### src/rtl/dmem_bus_bridge.sv
// MEM-stage RAM port to request/grant/response data bus bridge.
// One outstanding access; the pipeline is stalled until the response or timeout.
module dmem_bus_bridge #(
  parameter int TIMEOUT = 256
) (
  input  logic        clk,
  input  logic        rst,
  input  logic        ram_ren_i,
  input  logic        ram_wen_i,
  input  logic [63:0] ram_addr_i,
  input  logic [7:0]  ram_byte_en_i,
  input  logic [63:0] ram_wdata_i,
  output logic [63:0] ram_rdata_o,
  output logic        mem_stall_o,
  output logic        ld_bus_err_o,
  output logic        st_bus_err_o,
  output logic        bus_req_o,
  output logic        bus_we_o,
  output logic [63:0] bus_addr_o,
  output logic [7:0]  bus_be_o,
  output logic [63:0] bus_wdata_o,
  input  logic        bus_gnt_i,
  input  logic        bus_rvalid_i,
  input  logic [63:0] bus_rdata_i,
  input  logic        bus_err_i
);
  localparam int CW = $clog2(TIMEOUT + 1);

  typedef enum logic [1:0] {IDLE, REQ, RESP, DONE} state_t;

  state_t          state;
  logic [63:0]     rdata_q;
  logic            err_q;
  logic            we_q;
  logic [CW-1:0]   cnt;
  logic            acc;
  logic            gnt_now;

  assign acc     = ram_ren_i | ram_wen_i;
  assign gnt_now = bus_req_o & bus_gnt_i;

  // Payload is a pass-through; the MEM stage holds it stable until grant.
  assign bus_req_o   = ((state == IDLE) && acc) || (state == REQ);
  assign bus_we_o    = ram_wen_i;
  assign bus_addr_o  = ram_addr_i & ~64'h7;
  assign bus_be_o    = ram_wen_i ? ram_byte_en_i : 8'hFF;
  assign bus_wdata_o = ram_wdata_i;

  assign mem_stall_o  = ((state == IDLE) && acc) || (state == REQ) || (state == RESP);
  assign ram_rdata_o  = rdata_q;
  assign ld_bus_err_o = (state == DONE) && err_q && !we_q;
  assign st_bus_err_o = (state == DONE) && err_q && we_q;

  always_ff @(posedge clk or posedge rst) begin
    if (rst) begin
      state   <= IDLE;
      rdata_q <= '0;
      err_q   <= 1'b0;
      we_q    <= 1'b0;
      cnt     <= '0;
    end else begin
      case (state)
        IDLE, REQ: begin
          if (gnt_now) begin
            state <= RESP;
            cnt   <= '0;
            we_q  <= ram_wen_i;
          end else if (state == IDLE && acc) begin
            state <= REQ;
          end
        end
        RESP: begin
          if (bus_rvalid_i) begin
            rdata_q <= bus_rdata_i;
            err_q   <= bus_err_i;
            state   <= DONE;
          end else if (cnt == CW'(TIMEOUT)) begin
            // Timed out: flag an error, leave the read data register alone.
            err_q <= 1'b1;
            state <= DONE;
          end else begin
            cnt <= cnt + 1'b1;
          end
        end
        DONE:    state <= IDLE;
        default: state <= IDLE;
      endcase
    end
  end
endmodule

### config.mk
export PLATFORM = sky130hd
export DESIGN_NAME = dmem_bus_bridge
export DESIGN_NICKNAME = d
export VERILOG_FILES = /design/src/rtl/dmem_bus_bridge.sv
export SDC_FILE = /design/constraint.sdc
export NUM_CORES = 1
export LEC_CHECK = 0
export ABC_AREA = 1
export BUFFER_PORTS_ARGS = -buffer_cell sky130_fd_sc_hd__buf_2
export CAP_MARGIN = 10
export CORE_AREA = 10 10 152 154
export CTS_CLUSTER_DIAMETER = 80
export DETAILED_ROUTE_END_ITERATION = 8
export DIE_AREA = 0 0 162 164
export GPL_ROUTABILITY_DRIVEN = 1
export PLACE_DENSITY_LB_ADDON = 0.15
export SLEW_MARGIN = 20
export SYNTH_ARGS = -nofsm -noshare
export SYNTH_HDL_FRONTEND = slang
export SYNTH_SLANG_ARGS = --single-unit
### constraint.sdc
create_clock -name clk -period 4.6 [get_ports clk]
set_clock_uncertainty 0.05 [all_clocks]
set_input_delay 0.92 -clock clk [delete_from_list [all_inputs] [get_ports clk]]
set_output_delay 0.92 -clock clk [all_outputs]
set_load 0.01 [all_outputs]
==> results of run 1 <==
## per-layer routing
layer / global-route usage / wire length [um] / up-vias
met5: 0 / 7 / -
met4: 0.0517 / 517 / 2
met3: 0.0658 / 1830 / 57
met2: 0.149 / 5710 / 161
met1: 0.0895 / 4530 / 1426
li1: - / - / 1583
## cells in the mapped netlist, types with 3 or more instances
library cell  number  share of area
a21oi_1            6         0.0069
buf_4            135           0.23
buf_6              6          0.015
dfrtp_1           77           0.44
inv_1             17          0.015
inv_2              4         0.0034
nand2_1          250           0.22
nand3_1           12          0.014
nor2_1            22          0.019
o21ai_0            3         0.0034
or2_2              8          0.011
## cell families (layout without fill, tap and decap cells)
family / Yosys count / in the layout / synth area share
AOI/OAI and AO/OA: 9 / 9 / 0.0103
adders and majority gates: 2 / 2 / 0.00573
buffers and inverters: 164 / 195 / 0.268
DFF: 77 / 77 / 0.442
other: 1 / 4 / 0.000860
and+or+nand+nor: 298 / 298 / 0.274
## power breakdown
part	switching [mW]	internal (mW)	leakage [nW]	total, mW
clock	0.315	0.551	0.174	0.865
combinational	0.690	0.396	1.56	1.09
sequential	0.159	0.966	0.970	1.12
## cells in the final DEF, fill, tap and decap left out, drive strengths merged
cell,count
inv,22
buf,158
nand3,12
nand2,251
dfrtp,77
nand3b,1
ha,2
or2,8
clkbuf,10
conb,3
diode,1
nor2,25
o21ai,3
clkinv,2
bufinv,3
nor3b,1
a21oi,6
## area by class of cell
class                   instances  area (sq um)  share of cell area
inverters                      21          80.1              0.0168
clock inverters                 6           116              0.0244
clock buffers                  10           239              0.0500
repair buffers                158           798               0.167
diodes                          1          2.50            0.000524
flip-flops and latches         77          1930               0.403
well taps                     270           338              0.0707
multi-input cells             312          1280               0.267
## metrics by stage
stage          cell area (sq um)  power [mW]  instances  hold WS [ns]  setup WS [ns]
2_1_floorplan               4370        1.90        553         0.413           1.66
3_3_place_gp                4420        2.26        838         0.398           1.69
3_5_place_dp                4420        2.27        838         0.403           1.69
4_1_cts                     4770        3.17        854         0.419           1.92
5_1_grt                     4770        3.36        854         0.441           1.75
6_report                    4780        3.08        855         0.415           2.03
## worst min-delay path, cell delays in order, from the launching register on
cell and delay (ns):
dfrtp_1 0.34, nand2_1 0.05, nand2_1 0.05
## path summary, 6_finish.rpt
check | depth (start not counted) | from | to
setup / recovery | 8 | state[1]$_DFFE_PP0P_ | err_q$_DFFE_PP0P_
hold / removal | 2 | ram_rdata_o[5]$_DFFE_PP0P_ | ram_rdata_o[5]$_DFFE_PP0P_
setup reg to reg | 8 | state[1]$_DFFE_PP0P_ | err_q$_DFFE_PP0P_
hold reg to reg | 2 | ram_rdata_o[5]$_DFFE_PP0P_ | ram_rdata_o[5]$_DFFE_PP0P_
max in group asynchronous | 3 | rst | ram_rdata_o[49]$_DFFE_PP0P_
min in group asynchronous | 2 | rst | ram_rdata_o[32]$_DFFE_PP0P_
## registers in the layout (all words and copies together) (netlist names)
| name | count |
|---|---|
| err_q | 1 |
| cnt | 9 |
| state | 2 |
| we_q | 1 |
| ram_rdata_o | 64 |
==> impl_metrics.tcl, run 1 <==
set metrics [dict create \
    status "completed" \
    clkSinkCount 77 \
    postCtsHoldBufs 0 \
    cts-root-buf "clkbuf_16" \
    nets 788 \
    post-cts-setup-buffers 0 \
    endpoint_kind "register" \
    final.period_utilization 0.558 \
    cts_tree "yes" \
    io_pins 412 \
    synth_cell_type_count 19 \
    dr.pass1.iters 4 \
    grt_pass1_wl_mm 19.7 \
    yosysWarnings 0 \
    routedWlPerCell_um 14.7 \
    path_common_cell "inv_2" \
    drt_wl_total_mm 12.6 \
    portBuffers 155 \
    core_sq_um 20000 \
    finalSetupTns_ns 0 \
    setup_viol 0 \
    die_w_um 162 \
    synth-main-ff-cell "dfrtp_1" \
    dp_hpwl_mm 9.33 \
    drtAntennaViolNets 0 \
    ir_drop_v 0.000191 \
    crit_buf_inv 4 \
    critPathSlowestCell "nor2_4" \
    place_congestion 0.753 \
    grt_setup_unrepaired "no" \
    fin_util 0.238 \
    clk_pin_slew_ns 0.07 \
    synth-seq-cells 77 \
    antenna_found_initial 2 \
    drt_iter0_drc 145 \
    drc 0 \
    arrival_ns 2.75 \
    globalRouteOverflowTotal 0 \
    die_h_um 164 \
    numCtsBuffers 9 \
    crit_fanout 43 \
    pwr_density_cell_nw_per_um2 644 \
    vias 3229 \
    slew_headroom 0.354 \
    fill_cells 2322 \
    synthArstFlopShare 1.00 \
    worst-setup-path-type "reg -> reg" \
    grt_start_max_net_pins 51 \
    cts-resized-gates 0 \
    total_leakage_power_nw 2.71 \
    cp_slowest_stage_delay_ns 0.53 \
    slew_viol_final 0 \
    avgSynthCellArea_sq_um 7.92 \
    hold_path_class "reg -> reg" \
    syn_area_sq_um 4360 \
    fin_crit_ns 2.57 \
    cp.required_ns 4.78 \
    ys_seq_area_frac 0.442 \
    syn2layout_area_growth_pct 9.49 \
    synthCells 551 \
    start_util 0.218 \
    grt_pass1_vias 3575 \
    cp-start-kind "register" \
    rows 52 \
    crit_family "buffers and inverters" \
    worstPathCellList "inv_2 -> nor2_8 -> inv_2 -> nor2_4 -> inv_2 -> buf_4 -> nor2_1 -> nor2_1" \
    reg2reg_slack_ns 2.03 \
    worstMarginPinSlew_ns 0.969 \
    htree_levels 3 \
    drive_gt1_frac 0.327 \
    synth_edf_count 0 \
    via_per_inst 3.78 \
    insertion_delay_ns 0.34 \
    cap_violations 0 \
    grt_usage 0.0940 \
    dieArea_sq_um 26600 \
    hold_violations 0 \
    fmax_mhz 389 \
    cts_buffer_depth 2 \
]
No activity file was read; power rests on OpenSTA's default activity.
==> run 2, diff against run 1 <==
--- a/config.mk
+++ b/config.mk
@@ -8,10 +8,10 @@
 export ABC_AREA = 1
 export BUFFER_PORTS_ARGS = -buffer_cell sky130_fd_sc_hd__buf_2
 export CAP_MARGIN = 10
-export CORE_AREA = 10 10 152 154
+export CORE_AREA = 10 10 153 155
 export CTS_CLUSTER_DIAMETER = 80
 export DETAILED_ROUTE_END_ITERATION = 8
-export DIE_AREA = 0 0 162 164
+export DIE_AREA = 0 0 163 165
 export GPL_ROUTABILITY_DRIVEN = 1
 export PLACE_DENSITY_LB_ADDON = 0.15
 export SLEW_MARGIN = 20
==> constraint.sdc (replaced) <==
create_clock -name clk -period 2.5 [get_ports clk]
set_clock_uncertainty 0.05 [all_clocks]
set_input_delay 0.5 -clock clk [delete_from_list [all_inputs] [get_ports clk]]
set_output_delay 0.5 -clock clk [all_outputs]
set_load 0.01 [all_outputs]
==> run 2 against run 1 <==
Compared with the run above:
- sequential share of layout area up 0.11 points
- core utilization decreased by 0.22 points
- non-clock buffer count grew 2
- critical path type is now reg -> out
- critical endpoint is now mem_stall_o
- largest cell class unchanged
==> impl_metrics.tcl, run 2 (synthesis results as in run 1) <==
set metrics [dict create \
    insertion_delay_ns 0.33 \
    core_sq_um 20200 \
    total_leakage_power_nw 2.70 \
    p_int_mw 3.41 \
    drt_iter0_drc 146 \
    finalSetupTns_ns 0 \
    via_per_inst 3.78 \
    cts_tree "yes" \
    worst-setup-path-type "reg -> out" \
    crit_fanout 10 \
    start_util 0.216 \
    power_frac_seq 0.377 \
    rows 52 \
    routedWlPerCell_um 14.4 \
    io_pins 412 \
    setup_viol 0 \
    final.period_utilization 0.777 \
    path_common_cell "inv_2" \
    fill_cells 2304 \
    globalRouteOverflowTotal 0 \
    grt_pass1_vias 3581 \
    grt_start_max_net_pins 78 \
    clkSinkCount 77 \
    dieArea_sq_um 26900 \
    drt_wl_total_mm 12.3 \
    cts-resized-gates 0 \
    grt_usage 0.0919 \
    antenna_cells 0 \
    worstPathCellList "inv_2 -> nor2_8 -> inv_2 -> nand2_1 -> buf_2" \
    pwr-share-clk 0.258 \
    antenna_found_initial 1 \
    dp_hpwl_mm 9.15 \
    arrival_ns 1.39 \
    slew_viol_final 0 \
    hold_path_class "in -> async" \
    fmax_mhz 515 \
    switchingPower_mw 2.09 \
    post-cts-setup-buffers 0 \
    cap_violations 0 \
    nets 790 \
    endpoint_kind "output pin" \
    layout_commonest_cell "nand2_1" \
    critPathSlowestCell "dfrtp_1" \
    drtAntennaViolNets 0 \
    swShare 0.380 \
    rr_worst_depth 8 \
    ir_drop_v 0.000407 \
    cp.required_ns 1.95 \
    fin_crit_ns 1.94 \
    hold_violations 0 \
    die_w_um 163 \
    postCtsHoldBufs 0 \
    status "completed" \
    grt_pass1_wl_mm 19.5 \
    portBuffers 155 \
    vias 3235 \
    cp_slowest_stage_delay_ns 0.44 \
    die_h_um 165 \
    dr.pass1.iters 4 \
    place_congestion 0.778 \
    timing.hold.ws_ns 0.247 \
    cp-start-kind "register" \
    largest_reg_flops 64 \
    cts-root-buf "clkbuf_16" \
    grt_setup_unrepaired "no" \
    cts_buffer_depth 2 \
    drc 0 \
    htree_levels 3 \
    p_comb_frac 0.365 \
    syn2layout_area_growth_pct 9.21 \
    pwr_density_cell_nw_per_um2 1160 \
    clk_pin_slew_ns 0.06 \
    numCtsBuffers 9 \
    drive_gt1_frac 0.326 \
    final_cell_mix "nand2_1, buf_2, dfrtp_1" \
]
[run 2: power groups by stage]
stage | combinational [mW] | clock (mW) | sequential [mW]
5_1_grt | 2.33 | 1.54 | 2.15
3_3_place_gp | 2.08 | 0 | 2.09
6_report | 2.01 | 1.42 | 2.08
4_1_cts | 2.10 | 1.49 | 2.09
2_1_floorplan | 1.18 | 0 | 2.32
3_5_place_dp | 2.10 | 0 | 2.09
[run 2: stage by stage]
| step | instances | area [sq um] | utilization | setup WS, ns | total power, mW |
|---|---|---|---|---|---|
| after detailed placement | 840 | 4450 | 0.221 | 0.560 | 4.19 |
| after floorplan | 553 | 4370 | - | 1.08 | 3.49 |
| after global routing | 855 | 4760 | 0.236 | 0.379 | 6.02 |
| final | 855 | 4760 | 0.236 | 0.558 | 5.51 |
| after CTS | 855 | 4760 | 0.236 | 0.536 | 5.68 |
| after global placement | 840 | 4450 | 0.221 | 0.589 | 4.16 |
[run 2: cell type report]
class	instances	area, sq um	share of cell area
well taps	270	338	0.0709
multi-input cells	312	1280	0.268
flip-flops and latches	77	1930	0.404
inverters	21	82.6	0.0173
clock inverters	4	72.6	0.0152
clock buffers	11	243	0.0509
repair buffers	160	826	0.173
[run 2: worst paths after layout]
kind,start,end,slack (ns)
setup / recovery,state[1]$_DFFE_PP0P_,mem_stall_o,0.56
hold / removal,rst,ram_rdata_o[26]$_DFFE_PP0P_,0.25
setup reg to reg,state[1]$_DFFE_PP0P_,ram_rdata_o[39]$_DFFE_PP0P_,0.61
hold reg to reg,ram_rdata_o[57]$_DFFE_PP0P_,ram_rdata_o[57]$_DFFE_PP0P_,0.42
max in group asynchronous,rst,ram_rdata_o[44]$_DFFE_PP0P_,1.82
min in group clk,bus_rdata_i[21],ram_rdata_o[21]$_DFFE_PP0P_,0.31
[run 2: routing by layer]
layer / global-route usage / part of all wire / vias to the layer above
li1: - / - / 1580
met1: 0.0936 / 0.38 / 1452
met2: 0.144 / 0.47 / 159
met3: 0.0528 / 0.11 / 44
met4: 0.0566 / 0.041 / 0
met5: 0 / 0 / -
[run 2: critical path: cells and delay by family (launching register included)]
kind	cells	cell delay, ns
buffers and inverters	3	0.37
and+or+nand+nor	2	0.26
DFF	1	0.44
==> run 3, diff against run 2 <==
--- a/config.mk
+++ b/config.mk
@@ -8,10 +8,10 @@
 export ABC_AREA = 1
 export BUFFER_PORTS_ARGS = -buffer_cell sky130_fd_sc_hd__buf_2
 export CAP_MARGIN = 10
-export CORE_AREA = 10 10 153 155
+export CORE_AREA = 10 10 151 153
 export CTS_CLUSTER_DIAMETER = 80
 export DETAILED_ROUTE_END_ITERATION = 8
-export DIE_AREA = 0 0 163 165
+export DIE_AREA = 0 0 161 163
 export GPL_ROUTABILITY_DRIVEN = 1
 export PLACE_DENSITY_LB_ADDON = 0.15
 export SLEW_MARGIN = 20
==> constraint.sdc (replaced) <==
create_clock -name clk -period 1.7 [get_ports clk]
set_clock_uncertainty 0.05 [all_clocks]
set_input_delay 0.34 -clock clk [delete_from_list [all_inputs] [get_ports clk]]
set_output_delay 0.34 -clock clk [all_outputs]
set_load 0.01 [all_outputs]
==> run 3 against run 2 <==
Compared with the run above:
- die area shrank 2.4%
- non-clock buffer count grew 14
- final area grew 2.7%
- hold slack lost 0.11 ns
- first-iteration DRC count shrank 18%
- global-route usage grew 0.34 points
- setup slack lost 0.46 ns
- via count grew 2.2%
- register-to-register slack lost 0.46 ns
==> impl_metrics.tcl, run 3 (synthesis results as in run 1) <==
set metrics [dict create \
    htree_levels 3 \
    nets 804 \
    dr.pass1.iters 4 \
    cp.required_ns 1.31 \
    antenna_cells 0 \
    arrival_ns 1.22 \
    drtAntennaViolNets 0 \
    cts_buffer_depth 2 \
    drt_wl_total_mm 12.5 \
    grt_start_max_net_pins 51 \
    antenna_found_initial 2 \
    endpoint_kind "output pin" \
    start_util 0.219 \
    place_congestion 0.757 \
    portBuffers 155 \
    status "completed" \
    total_leakage_power_nw 2.77 \
    worstMarginPinSlew_ns 0.520 \
    slew_viol_final 0 \
    crit_fanout 3 \
    grt_pass1_wl_mm 19.7 \
    syn2layout_area_growth_pct 12.1 \
    grt_usage 0.0953 \
    dieArea_sq_um 26200 \
    io_pins 412 \
    rows 52 \
    routedWlPerCell_um 14.4 \
    setup_viol 0 \
    hold_path_class "in -> reg" \
    core_sq_um 19900 \
    drc 0 \
    worst-setup-path-type "reg -> out" \
    drt_iter0_drc 119 \
    vias 3305 \
    die_h_um 163 \
    globalRouteOverflowTotal 0 \
    pwr_density_cell_nw_per_um2 1670 \
    insertion_delay_ns 0.34 \
    fin_ws_ns 0.0940 \
    via_per_inst 3.80 \
    clk_pin_slew_ns 0.07 \
    cap_violations 0 \
    ir_drop_v 0.000596 \
    hold_violations 0 \
    largest_reg_flops 64 \
    numCtsBuffers 9 \
    die_w_um 161 \
    final.period_utilization 0.945 \
    cts_tree "yes" \
    final_cell_mix "nand2_1, buf_2, dfrtp_1" \
    cts-root-buf "clkbuf_16" \
    dp_slack_ns 0.0879 \
    drive_gt1_frac 0.347 \
    finalSetupTns_ns 0 \
    grt_pass1_vias 3595 \
    clkSinkCount 77 \
    slew_headroom 0.653 \
    grt_setup_unrepaired "no" \
    fin_crit_ns 1.61 \
    layout_commonest_cell "nand2_1" \
    cp-start-kind "register" \
    dp_hpwl_mm 9.48 \
    fmax_mhz 623 \
]
## run 3: cell types whose count changed in the layout (fill, tap and decap cells not counted), moves of 2 or more
| cell | delta |
|---|---|
| bufinv_16 | -2 |
| buf_12 | +2 |
| buf_4 | +10 |
| inv_6 | +2 |
## run 3: report_power, final
part,switching (mW),internal [mW],total [mW]
sequential,0.409,2.62,3.03
combinational,1.97,1.24,3.21
clock,0.831,1.08,1.91
total,3.21,4.94,8.15
## run 3: worst paths after layout
kind,startpoint,end,slack [ns],depth (start not counted)
min,bus_rdata_i[46],ram_rdata_o[46]$_DFFE_PP0P_,0.14,3
max in group asynchronous,rst,ram_rdata_o[53]$_DFFE_PP0P_,0.53,4
max reg2reg,state[0]$_DFFE_PP0P_,ram_rdata_o[32]$_DFFE_PP0P_,0.15,6
min in group asynchronous,rst,cnt[3]$_DFFE_PP0P_,0.54,3
max,state[1]$_DFFE_PP0P_,mem_stall_o,0.09,5
min reg2reg,ram_rdata_o[13]$_DFFE_PP0P_,ram_rdata_o[13]$_DFFE_PP0P_,0.41,2
## run 3: metrics by stage
stage | instances | hold WS [ns] | power (mW) | instance area, sq um | utilization
global route | 870 | 0.127 | 8.92 | 4890 | 0.246
CTS | 870 | 0.119 | 8.35 | 4880 | 0.245
global placement | 852 | 0.372 | 6.28 | 4560 | 0.229
detailed placement | 852 | 0.366 | 6.33 | 4560 | 0.229
floorplan | 553 | 0.407 | 5.14 | 4370 | -
finish | 870 | 0.140 | 8.15 | 4890 | 0.246
## run 3: worst max-delay path: stages (launching register included)
cell     delay, ns
dfrtp_1       0.40
inv_2         0.12
buf_6         0.12
nand2_2       0.05
nand2_1       0.05
buf_2         0.13
## run 3: final cells by class
cell class / instances / area [sq um]
clock buffers: 11 / 253
repair buffers: 174 / 962
fillers: 2281 / 15000
flip-flops and latches: 77 / 1930
inverters: 21 / 85.1
multi-input cells: 312 / 1280
clock inverters: 5 / 41.3
well taps: 270 / 338
## run 3: what timing repair did
| item | in CTS | in global routing |
|---|---|---|
| buffers inserted | 2 | 0 |
| endpoints found under the hold margin | 15 | 0 |
| gates resized for setup | 1 | 4 |
| hold buffers | 1 | 0 |
| endpoints found under the setup margin | 1 | 8 |
## run 3: per-layer routing
layer	vias to the layer above	GRT usage	wire, um	share of wire
met4	2	0.0397	249	0.020
met5	-	0	13	0.0010
met2	173	0.147	5760	0.46
li1	1613	-	-	-
met1	1472	0.0943	4670	0.37
met3	45	0.0741	1810	0.14
